File: src/rtl/concat_repl_arbiter.sv
// -----------------------------------------------------------------------------
// concat_repl_arbiter
//
// Shares one concatenate/replicate unit between two requesters. A round-robin
// arbiter picks one request per cycle; the selected operands are combined by
// the op code and the result is held in a one-entry output register that is
// drained through a valid/ready handshake and tagged with the requester id.
//
// Ports
//   clk        : clock, rising edge
//   rst_n      : asynchronous active-low reset
//   req_valid  : [1:0] per-requester request valid (bit i = requester i)
//   req_ready  : [1:0] per-requester accept, one-hot or zero
//   req_a      : [7:0] {a1[3:0], a0[3:0]}
//   req_b      : [3:0] {b1[1:0], b0[1:0]}
//   req_op     : [3:0] {op1[1:0], op0[1:0]}
//   out_valid  : result register holds a valid result
//   out_ready  : downstream accepts the result
//   out_data   : [7:0] result
//   out_id     : requester that issued the held result
//   out_err    : held result came from an illegal op
//   cnt0/cnt1  : [CNT_W-1:0] accepted-request counters, wrapping
// -----------------------------------------------------------------------------
module concat_repl_arbiter #(
  parameter int CNT_W = 8
) (
  input  logic             clk,
  input  logic             rst_n,
  input  logic [1:0]       req_valid,
  output logic [1:0]       req_ready,
  input  logic [7:0]       req_a,
  input  logic [3:0]       req_b,
  input  logic [3:0]       req_op,
  output logic             out_valid,
  input  logic             out_ready,
  output logic [7:0]       out_data,
  output logic             out_id,
  output logic             out_err,
  output logic [CNT_W-1:0] cnt0,
  output logic [CNT_W-1:0] cnt1
);

  typedef enum logic {
    EMPTY = 1'b0,
    FULL  = 1'b1
  } state_t;

  localparam logic [CNT_W-1:0] CNT_ONE = {{(CNT_W-1){1'b0}}, 1'b1};

  state_t      state;
  state_t      state_nxt;
  logic        last_grant;
  logic [1:0]  grant;
  logic        can_accept;
  logic        accept;
  logic        sel;
  logic [3:0]  a_sel;
  logic [1:0]  b_sel;
  logic [1:0]  op_sel;
  logic [7:0]  res_data;
  logic        res_err;

  // Result of the shared unit, packed as {err, data[7:0]}.
  function automatic logic [8:0] compute_op(input logic [3:0] a,
                                            input logic [1:0] b,
                                            input logic [1:0] op);
    logic [8:0] r;
    case (op)
      2'd0:    r = {1'b0, 2'b00, a, b};
      2'd1:    r = {1'b0, a, a};
      2'd2:    r = {1'b0, 2'b00, b, b, b};
      default: r = {1'b1, 8'h00};
    endcase
    return r;
  endfunction

  // Round-robin grant: on a tie the requester that did not win last time goes.
  // last_grant resets to 1 so requester 0 wins the first tie.
  always_comb begin
    grant = 2'b00;
    case (req_valid)
      2'b01:   grant = 2'b01;
      2'b10:   grant = 2'b10;
      2'b11:   grant = last_grant ? 2'b01 : 2'b10;
      default: grant = 2'b00;
    endcase
  end

  // The register can take a new result when empty, or when the held one is
  // being drained this same cycle.
  assign can_accept = (state == EMPTY) | out_ready;
  assign req_ready  = can_accept ? grant : 2'b00;
  assign accept     = |req_ready;
  assign sel        = req_ready[1];

  assign a_sel  = sel ? req_a[7:4]  : req_a[3:0];
  assign b_sel  = sel ? req_b[3:2]  : req_b[1:0];
  assign op_sel = sel ? req_op[3:2] : req_op[1:0];

  assign {res_err, res_data} = compute_op(a_sel, b_sel, op_sel);

  always_comb begin
    state_nxt = state;
    case (state)
      EMPTY: if (accept) state_nxt = FULL;
      FULL: begin
        if (accept)         state_nxt = FULL;
        else if (out_ready) state_nxt = EMPTY;
        else                state_nxt = FULL;
      end
      default: state_nxt = EMPTY;
    endcase
  end

  always_ff @(posedge clk or negedge rst_n) begin
    if (!rst_n) begin
      state      <= EMPTY;
      last_grant <= 1'b1;
    end else begin
      state <= state_nxt;
      if (accept) last_grant <= sel;
    end
  end

  assign out_valid = (state == FULL);

  // Result register: only loaded on an accepted transfer, so it stays stable
  // through a stall and after draining.
  always_ff @(posedge clk or negedge rst_n) begin
    if (!rst_n) begin
      out_data <= 8'h00;
      out_id   <= 1'b0;
      out_err  <= 1'b0;
    end else if (accept) begin
      out_data <= res_data;
      out_id   <= sel;
      out_err  <= res_err;
    end
  end

  always_ff @(posedge clk or negedge rst_n) begin
    if (!rst_n) begin
      cnt0 <= '0;
      cnt1 <= '0;
    end else begin
      if (req_ready[0]) cnt0 <= cnt0 + CNT_ONE;
      if (req_ready[1]) cnt1 <= cnt1 + CNT_ONE;
    end
  end

endmodule
File: config.mk
export PLATFORM = sky130hd
export DESIGN_NAME = concat_repl_arbiter
export DESIGN_NICKNAME = d
export VERILOG_FILES = /design/src/rtl/concat_repl_arbiter.sv
export SDC_FILE = /design/constraint.sdc
export NUM_CORES = 1
export LEC_CHECK = 0
export CORE_MARGIN = 1
export CORE_UTILIZATION = 41
export DETAILED_ROUTE_END_ITERATION = 10
export HOLD_SLACK_MARGIN = 0.05
export PLACE_DENSITY = 0.76
export SLEW_MARGIN = 20
export SYNTH_ARGS = -nofsm -noshare
export SYNTH_HDL_FRONTEND = slang
export SYNTH_SLANG_ARGS = --single-unit
File: constraint.sdc
create_clock -name clk -period 1.45 [get_ports clk]
set_input_delay 0.29 -clock clk [delete_from_list [all_inputs] [get_ports clk]]
set_output_delay 0.29 -clock clk [all_outputs]
set_load 0.02 [all_outputs]
# Word-level counts from Yosys, hierarchy flattened
# Index checks and enable logic that the tools add are counted.
[op_classes] n_addsub=2 eq_ne=5 muxes=11 bitwise=2 reduce_logical=2
[op_table] operator="$pmux W9 S3" count=1
[op_table] operator="$add A8 B1 Y8 const B" count=2
[op_table] operator="$mux W2" count=4
[op_table] operator="$eq A2 B2 Y1 const B" count=3
[op_table] operator="$pmux W2 S3" count=1
[op_table] operator="$eq A2 B1 Y1 const B" count=2
[op_table] operator="$mux W4" count=1
[op_table] operator="$mux W1" count=3
[op_table] operator="$logic_not A2 Y1" count=1
[op_table] operator="$pmux W1 S2" count=1
[op_table] operator="$reduce_or A2 Y1" count=1
[op_table] operator="$not A1 Y1" count=1
[op_table] operator="$or A1 B1 Y1" count=1
[word_totals] register_bits=28 input_bits=21 out_inout_bits=29 wordCells=29

# Depth between registers and ports, before layout
[logic_depth] ltp_word=6 ltp_mapped=7 depth_no_buf=5

# Worst setup path before layout
# OpenSTA, ideal clock, no wires.
[synth_path] path_type="register to register" start="reg state (netlist: out_valid)" end="reg out_data[2]" setup_ps=126 t_arrival_ps=1364 required_time_ps=1324 path_slack_ps=-40 path_stages_with_launch=7 n_path_buf=2 period_less_slack_ps=1490 path_cell_list="dfrtp_1 nand2b_1 buf_4 o21a_1 buf_4 o211ai_1 o32a_1"
[synth_via] elab_chain_cells=6 word_cells_on_any_way=11 classes_between="eq/ne (2); mux (5); bitwise (2); reduce/logical (2)"
[synth_lines] item="from (decl)" line_no="50" rtl="state_t state;"
[synth_lines] item="from (signal assigned)" line_no="120" rtl="state <= state_nxt;"
[synth_lines] item="$not A1 Y1 (*)"
[synth_lines] item="$or A1 B1 Y1 (*)" line_no="91" rtl="assign can_accept = (state == EMPTY) | out_ready;"
[synth_lines] item="$mux W2 (*)" line_no="92" rtl="assign req_ready = can_accept ? grant : 2'b00;"
[synth_lines] item="$mux W2" line_no="98" rtl="assign op_sel = sel ? req_op[3:2] : req_op[1:0];"
[synth_lines] item="$eq A2 B2 Y1 (tied with other cells)" line_no="68" rtl="case (op)"
[synth_lines] item="$pmux W9 S3" line_no="68"
[synth_lines] item="to (signal assigned)" line_no="135" rtl="out_data <= res_data;"
[synth_lines] item="to (decl)" line_no="36" rtl="output logic [7:0] out_data,"
# Every way passes the cells marked *; elsewhere a longest branch is shown, timed or not.
# A chain may end at the register's enable or synchronous reset.

# Worst setup path after layout
[layout_path] start="reg last_grant" end="out req_ready[0]"
[layout_via] elab_chain_cells=3
[layout_lines] item="from (decl)" line_no="52" rtl="logic last_grant;"
[layout_lines] item="from (signal assigned)" line_no="121" rtl="if (accept) last_grant <= sel;"
[layout_lines] item="$mux W2" line_no="84" rtl="2'b11: grant = last_grant ? 2'b01 : 2'b10;"
[layout_lines] item="$pmux W2 S3" line_no="81" rtl="case (req_valid)"
[layout_lines] item="$mux W2" line_no="92"
[layout_lines] item="to (decl)" line_no="30" rtl="output logic [1:0] req_ready,"
# Every way passes these cells.

==> key figures <==
Cells and area
  – Nets: about 250
  – Commonest cells after routing, fill and taps aside: buf_4 (27), dfrtp_1 (26), dlygate4sd2_1 (25)
  – Ratio of cells with drive above 1 in the final layout: 25.6%
  – Cell area after layout: 2310 sq um
  – Syn-to-layout area delta: 56.9%
  – Diodes inserted: 0
  – Commonest non-fill, non-tap cell in the layout: buf_4
  – Fin util: 68.1%

Route
  – Routed length per placed instance: 14.1 um
  – First-pass DRT Iterations: 4
  – Final ANT Viol Nets: 0
  – Detailed Route WL: 3790 um
  – # DRC: 0
  – Via count: 1401
  – Vias per inst: 5.21
  – 1st-iter DRT viols: 39

Timing
  – Worst slew margin: 66.2%
  – Fmax: 626 MHz
  – RSZ-0062 raised after global routing: true
  – Hold Fails Final Rpt: 0
  – Clk_skew: 5.38 ps
  – Tmin final: 1600 ps
  – Final setup fails: 6
  – Slew @ Worst Pin: 503 ps
  – Fin crit share: 110%
  – Max-slew violations: 0
  – Final worst setup slack: -148 ps

Pwr
  – Total power: 0.00278 W
  – Clock group share of total power: around 12%
  – Power per cell area: roughly 1200 nW/um^2
  – Pleak: 1.11 nW
  – Sequential Power Share: between 40% and 50%
  – Part of the power in combinational logic: 47.1%
  – Maximum vdd drop: 600 uV
  – Net Sw Frac: 38.5%
  – Switch Pwr: 0.00107 W
  – P_int: 0.00171 W

Place
  – DP Area: 2170 sq um
  – IO Port Bufs: 49
  – Gpl congestion: 0.902
  – Final HPWL DP: between 2000 and 3000 um

Synthesis
  – Post-Synth XOR/XNOR Area: under 10%
  – Syn avg cell area: 10.1 sq um
  – Yosys cell types: 38
  – Seq/Total Area, Yosys: 47.7%
  – Multiplexer share of the synthesized area: 5.44%
  – Synth area leader: dfrtp_1
  – Synth Area in Compound Gates: between 10% and 20%
  – Syn Inst Count: 145
  – Adder-cell share of the synthesized area: 1.70%
  – Post-synthesis cell area: 1470 sq um
  – Prevailing post-synth register cell: dfrtp_1
  – Simple-gate area share of the yosys netlist: 21.6%
  – YS warnings: 0
  – Seq cells post-synth: 28
  – Synth async-reset ratio: 100%
  – Post-synth EDFFs: 0
  – Top cells by area, synth: dfrtp_1 (46%), nand2_1 (6.1%), mux2i_1 (5.4%)
  – Post-synth top area share: 45.9%
  – Synth Net Count: 168
  – Largest family of logic cells by synthesized area: simple AND/OR/NAND/NOR gates

CTS
  – Root buf cell: clkbuf_4
  – Clk Latency, worst-skew pair: ~320 ps
  – TritonCTS clock tree: done
  – CTS buffer count: 3
  – Clk sinks: 28
  – H-tree level count: 1
  – Clk buf depth: 2
  – Clock-pin slew on the worst setup and hold paths: 140 ps
  – Hold Buf Count CTS: 0

Worst setup path
  – Crit-path max FO: 3
  – WP data arrival: 1310 ps
  – Critical Path RT: 1160 ps
  – Crit end category: output port
  – R2R Setup Slk: -60 ps
  – Startpoint types: flop
  – WS Path Type: flop to output port

Floorplanning
  – Site Rows: 21
  – Initial Util: 43.4%
  – Io pins: 50
  – Die area: ~3800 sq um
  – CORE AREA: 3390 sq um
  – Height of the die: slightly above 60 um
  – Die W: 61.9 um

Outcome
  – Status: finished with violations
  – Failing checks: negative setup slack

Worst hold path
  – Hold crit path type: primary input to asynchronous set/reset pin

Global route
  – First-pass GRT wire length: 5600 um
  – Total GRT Usage: 20.0%
  – Initial antenna violation count: 0
  – Vias in the first global route: 1294
  – GRT Residual Overflow: 0
  – Maximum number of pins on one net before global-route repair: 29

Run
  – Max Cap Viol: 0
[cell families after synthesis]
logic type | count (synthesis)
AOI/OAI and AO/OA | 20
xor gates and xnor gates | 14
adders and majority gates | 2
buffers and inverters | 11
DFF | 28
muxes | 8
and+or+nand+nor | 62
[registers in the layout, summed over array words and instances, names as in the netlist]
| signal | cells |
|---|---|
| out_valid | 1 |
| out_id | 1 |
| cnt1 | 8 |
| cnt0 | 8 |
| out_err | 1 |
| last_grant | 1 |
| out_data | 8 |
[path summary, 6_finish.rpt]
check                                               end                   start  cells after the start
worst max register to register  out_data[4]$_DFFE_PN0P_  last_grant$_DFFE_PN1P_                      6
worst max-delay path                       req_ready[0]  last_grant$_DFFE_PN1P_                      4
worst min-delay path                cnt1[7]$_DFFE_PN0N_                   rst_n                      2
worst min register to register      cnt1[7]$_DFFE_PN0N_     cnt1[7]$_DFFE_PN0N_                      1
max in group asynchronous        last_grant$_DFFE_PN1P_                   rst_n                      2
min in group clk                    cnt1[7]$_DFFE_PN0N_     cnt1[7]$_DFFE_PN0N_                      1
[synthesized netlist by cell type (all sizes together) (4+ instances only)]
| master | n |
|---|---|
| xor2 | 5 |
| nor3 | 9 |
| mux2i | 8 |
| nor2b | 4 |
| nand3 | 6 |
| nor2 | 5 |
| dfrtp | 27 |
| o32a | 4 |
| nand2 | 25 |
| xnor2 | 9 |
| nand4 | 6 |
| buf | 6 |
[repair_timing]
action                                  in CTS  in global routing
endpoints found under the setup margin      34                 14
setup buffers                                0                 10
pin swaps                                    1                 12
resized for setup                           46                 22
endpoints found under the hold margin        0                  0
[layout make-up]
type	instances	area (sq um)
Sequential cell	28	703
Tap cell	46	57.6
Inverter	3	16.3
Multi-Input combinational cell	106	762
Clock buffer	4	26.3
Fill cell	271	1080
Timing Repair Buffer	82	743
[metrics by stage]
step	hold slack (ps)	setup WS, ps	std cells	setup TNS, ps
floorplan	-5.59	-1.35	145	-1.35
global placement	457	-578	256	-7010
detailed placement	458	-597	256	-7990
CTS	293	-170	260	-292
global route	284	-207	269	-915
finish	297	-148	269	-395
[power groups by stage]
stage	Combinational, W	Clock (W)	Sequential (W)
final	0.00131	0.000323	0.00115
after global routing	0.00142	0.000364	0.00118
after CTS	0.00123	0.000336	0.00115
after detailed placement	0.00135	0	0.00117
after global placement	0.00133	0	0.00116
after floorplan	0.000412	0	0.00142
[layer usage]
| layer | global-route usage (%) | part of all wire, % | routed length (um) | up-vias |
|---|---|---|---|---|
| met3 | 3.52 | 4.2 | 160 | 8 |
| li1 | - | - | - | 673 |
| met1 | 23.9 | 43 | 1630 | 670 |
| met5 | 0 | 0 | 0 | - |
| met4 | 8.89 | 1.0 | 38 | 0 |
| met2 | 35.0 | 52 | 1970 | 50 |
[critical path, stage by stage (launching register included)]
cell      delay (ps)
dfstp_2          590
nand2b_4         130
nand3_2           80
inv_2             80
buf_6            110
(Power assumes the default switching activity.)
